File: config.mk
export PLATFORM = sky130hd
export DESIGN_NAME = priority_encoder_hs
export DESIGN_NICKNAME = d
export VERILOG_FILES = /design/src/rtl/priority_encoder_hs.sv
export SDC_FILE = /design/constraint.sdc
export NUM_CORES = 1
export LEC_CHECK = 0
export BUFFER_PORTS_ARGS = -buffer_cell sky130_fd_sc_hd__buf_2
export CORE_UTILIZATION = 50
export CTS_BUF_LIST = sky130_fd_sc_hd__clkbuf_4
export DETAILED_ROUTE_END_ITERATION = 8
export PLACE_DENSITY = 0.79
export SKIP_CTS_REPAIR_TIMING = 1
export SYNTH_ARGS = -nofsm -noshare
export SYNTH_HDL_FRONTEND = slang
export SYNTH_SLANG_ARGS = --single-unit
File: constraint.sdc
create_clock -name clk -period 1.3 [get_ports clk]
set_input_delay 0.26 -clock clk [delete_from_list [all_inputs] [get_ports clk]]
set_output_delay 0.26 -clock clk [all_outputs]
set_load 0.02 [all_outputs]
File: src/rtl/priority_encoder_hs.sv
// priority_encoder_hs: registered 8-bit priority encoder with valid/ready
// handshake on both sides, one-cycle latency and full-throughput streaming.
module priority_encoder_hs #(
  parameter int PRIO_MSB = 1
) (
  input  logic       clk,
  input  logic       rst_n,
  input  logic       in_valid,
  output logic       in_ready,
  input  logic [7:0] d,
  output logic       out_valid,
  input  logic       out_ready,
  output logic [2:0] y,
  output logic       zero,
  output logic       multi,
  output logic [7:0] xfer_cnt
);

  typedef enum logic {EMPTY = 1'b0, FULL = 1'b1} state_t;

  state_t     state;
  logic       in_xfer;
  logic       out_xfer;
  logic [2:0] enc;
  logic [3:0] ones;

  assign out_valid = (state == FULL);
  assign in_ready  = !out_valid || out_ready;
  assign in_xfer   = in_valid && in_ready;
  assign out_xfer  = out_valid && out_ready;

  // Encode the winning set bit of d and count its set bits.
  always_comb begin
    enc  = '0;
    ones = '0;
    for (int unsigned i = 0; i < 8; i++) begin
      ones = ones + 4'(d[i]);
      if (PRIO_MSB != 0) begin
        if (d[i]) enc = 3'(i);
      end else begin
        if (d[7 - i]) enc = 3'(7 - i);
      end
    end
  end

  // Handshake FSM, result registers and output-transfer counter.
  always_ff @(posedge clk or negedge rst_n) begin
    if (!rst_n) begin
      state    <= EMPTY;
      y        <= '0;
      zero     <= 1'b0;
      multi    <= 1'b0;
      xfer_cnt <= '0;
    end else begin
      if (out_xfer) xfer_cnt <= xfer_cnt + 8'd1;
      if (in_xfer) begin
        state <= FULL;
        y     <= enc;
        zero  <= (d == 8'h00);
        multi <= (ones >= 4'd2);
      end else if (out_xfer) begin
        state <= EMPTY;
      end
    end
  end

endmodule

==> metrics.yaml <==
power:
  ir_drop_mv: 0.695
  power.leakage_nw: 0.574
  p_per_area_nw_per_um2: 1470
sta:
  finClkSkew_ns: 0.00202
  post-route-period-util_pct: 197
  drv_slew: 0
  rsz0062_at_grt: "yes"
  hold_viol: 0
  slew_headroom_pct: 79.9
  post-route-min-period_ns: 2.56
  setup-violations-final: 1
  fin_hold_ws_ns: 0.261
  tightest_slew_ns: 0.301
  timing.fmax_mhz: 391
  finalWorstSetupSlack_ns: -1.26
place:
  io_buffers: 26
  routabilityCongestion: 0.796
  placed_area_um2: 1050
  dp_hpwl_mm: 1.21
yosys:
  synth_seq_cells: 14
  syn_nets: 101
  synth_area_um2: 832
  synth_top_area_share_pct: 42.1
  yosysUniqueCellTypes: 28
  yosysTopAreaCell: "dfrtp_1"
  yosys_warnings: 0
  synth_area_leaders: "dfrtp_1 (42%), fa_1 (9.6%), ha_1 (7.5%)"
  synthCells: 80
  syn_avg_cell_area_um2: 10.4
  seq_area_frac_synth_pct: 42.1
critical_path:
  startpoint_type: "primary input"
  cp-end-kind: "flip-flop"
  cp_data_arrival_time_ns: 2.75
  worstSetupPathType: "in2reg"
  crit_path_cell_trace: "buf_2 > fa_1 > inv_1 > fa_1 > fa_1 > inv_1 > ha_2 > fa_2 > inv_1 > a31oi_1"
  cp_max_fo: 2
  critPathSlowestCell: "fa_1"
  r2r.worst_path.cells: 3
  required_ns: 1.50
  cp_slowest_stage_delay_ns: 0.53
floorplanning:
  rows: 14
  io_pins: 27
  die-area_um2: 1830
  die-height_um: 42.8
  coreArea_um2: 1520
  die_w_um: 42.8
  initial_core_util_pct: 54.6
status:
  status: "finished, violations left"
  violations: "negative setup slack"
clock_network:
  clk_latency_ns: 0.27
  cts_max_level: 1
  cts_tree: "done"
  clockRootBuffer: "clkbuf_4"
  clkSinkCount: 14
  path_clk_slew_ns: 0.08
  cts.path.max_buffers: 2
  cts_buffers: 3
route:
  drc: 0
  first_pass_iters: 4
  drt_iter0_markers: 5
  vias: 707
  wire_per_inst_um: 11.1
  viasPerCell: 5.09
  drt-total-wl_mm: 1.54
  postRouteAntennaNets: 0
layout:
  drive_above_1_share_pct: 41.5
  layout_common_cells: "buf_2 (25), inv_1 (14), buf_4 (14)"
  synthToLayoutAreaGrowth_pct: 35.5
  final_nets: 145
  antenna_cells: 0
  final_common_cell: "buf_2"
  final_area_um2: 1130
global_routing:
  grt_overflow: 0
  antenna_found_initial: 0
  grt_max_degree: 15
  grt_pass1_vias: 674
  grt_pass1_wl_mm: 2.71
  grt_usage_pct: 20.0
worst_hold_path:
  whs_path_depth: 2
  hold_path.class: "in2reg"
flow_run:
  cap_violations: 0
-- flip-flops by register name (all words and copies together), names as in the netlist --
register,cells
out_valid,1
xfer_cnt,8
y,3
multi,1
zero,1
-- layer usage --
layer	vias to the layer above	track usage [%]	routed length, um
met3	2	1.28	66
met4	0	13.1	19
met5	-	0	0
li1	347	-	-
met2	22	33.9	829
met1	336	24.0	621
-- worst paths after layout --
path | startpoint | slack [ns] | endpoint
min in group asynchronous | rst_n | 0.40 | xfer_cnt[0]
worst min-delay path | in_valid | 0.26 | out_valid
worst min register to register | xfer_cnt[7] | 0.46 | xfer_cnt[7]
worst max-delay path | d[0] | -1.26 | multi
max in group asynchronous | rst_n | 0.66 | out_valid
worst max register to register | out_valid | 0.16 | xfer_cnt[1]
-- through the flow --
step / std cells / TNS (ns) / power, mW / utilization, % / worst slack, ns
after floorplan: 80 / -1.37 / 1.16 / - / -1.37
after global placement: 130 / -1.52 / 1.39 / 68.9 / -1.52
after detailed placement: 130 / -1.56 / 1.42 / 68.9 / -1.56
after CTS: 134 / -1.42 / 1.66 / 70.6 / -1.27
after global routing: 139 / -1.35 / 1.79 / 74.0 / -1.35
final: 139 / -1.26 / 1.66 / 74.0 / -1.26
-- final cells by class --
cell class	instances	area, um^2
well taps	16	20.0
fillers	117	397
multi-input cells	51	437
flip-flops and latches	14	352
clock buffers	3	22.5
repair buffers	40	240
clock inverters	1	3.75
inverters	14	52.6
-- logic make-up after synthesis --
logic type / Yosys count / synth area share, %
DFF: 14 / 42.1
muxes: 1 / 1.35
adders and majority gates: 9 / 17.1
AOI/OAI and AO/OA: 11 / 9.17
buffers and inverters: 15 / 6.92
xor gates and xnor gates: 7 / 7.37
and+or+nand+nor: 23 / 15.9
-- Yosys cell counts --
master and n:
inv_1 14, nor3_1 1, nor4_2 1, fa_1 4
or3_1 1, o22ai_1 2, buf_2 1, nor2_1 4
a31oi_1 2, nand3_1 3, nor4_1 1, xor2_1 3
xnor2_1 4, ha_1 5, a41oi_2 1, and2_4 1
a21oi_1 4, and2_0 1, o21a_1 1, nand3b_1 1
mux2_2 1, nand3_2 1, nand2b_1 2, nand4_1 1
nor2b_1 1, o211ai_1 1, nand2_1 4, dfrtp_1 14
-- critical path: cells and delay by family --
family | cells | cell delay [ns]
AOI/OAI and AO/OA | 1 | 0.11
buffers and inverters | 4 | 0.24
adders and majority gates | 5 | 2.14
-- report_power, final --
| part | leakage (nW) | switching, mW | internal [mW] |
|---|---|---|---|
| Combinational | 0.400 | 0.422 | 0.312 |
| Clock | 0.0154 | 0.134 | 0.111 |
| Sequential | 0.158 | 0.116 | 0.566 |
| Total | 0.574 | 0.672 | 0.988 |
(Power assumes the default switching activity.)
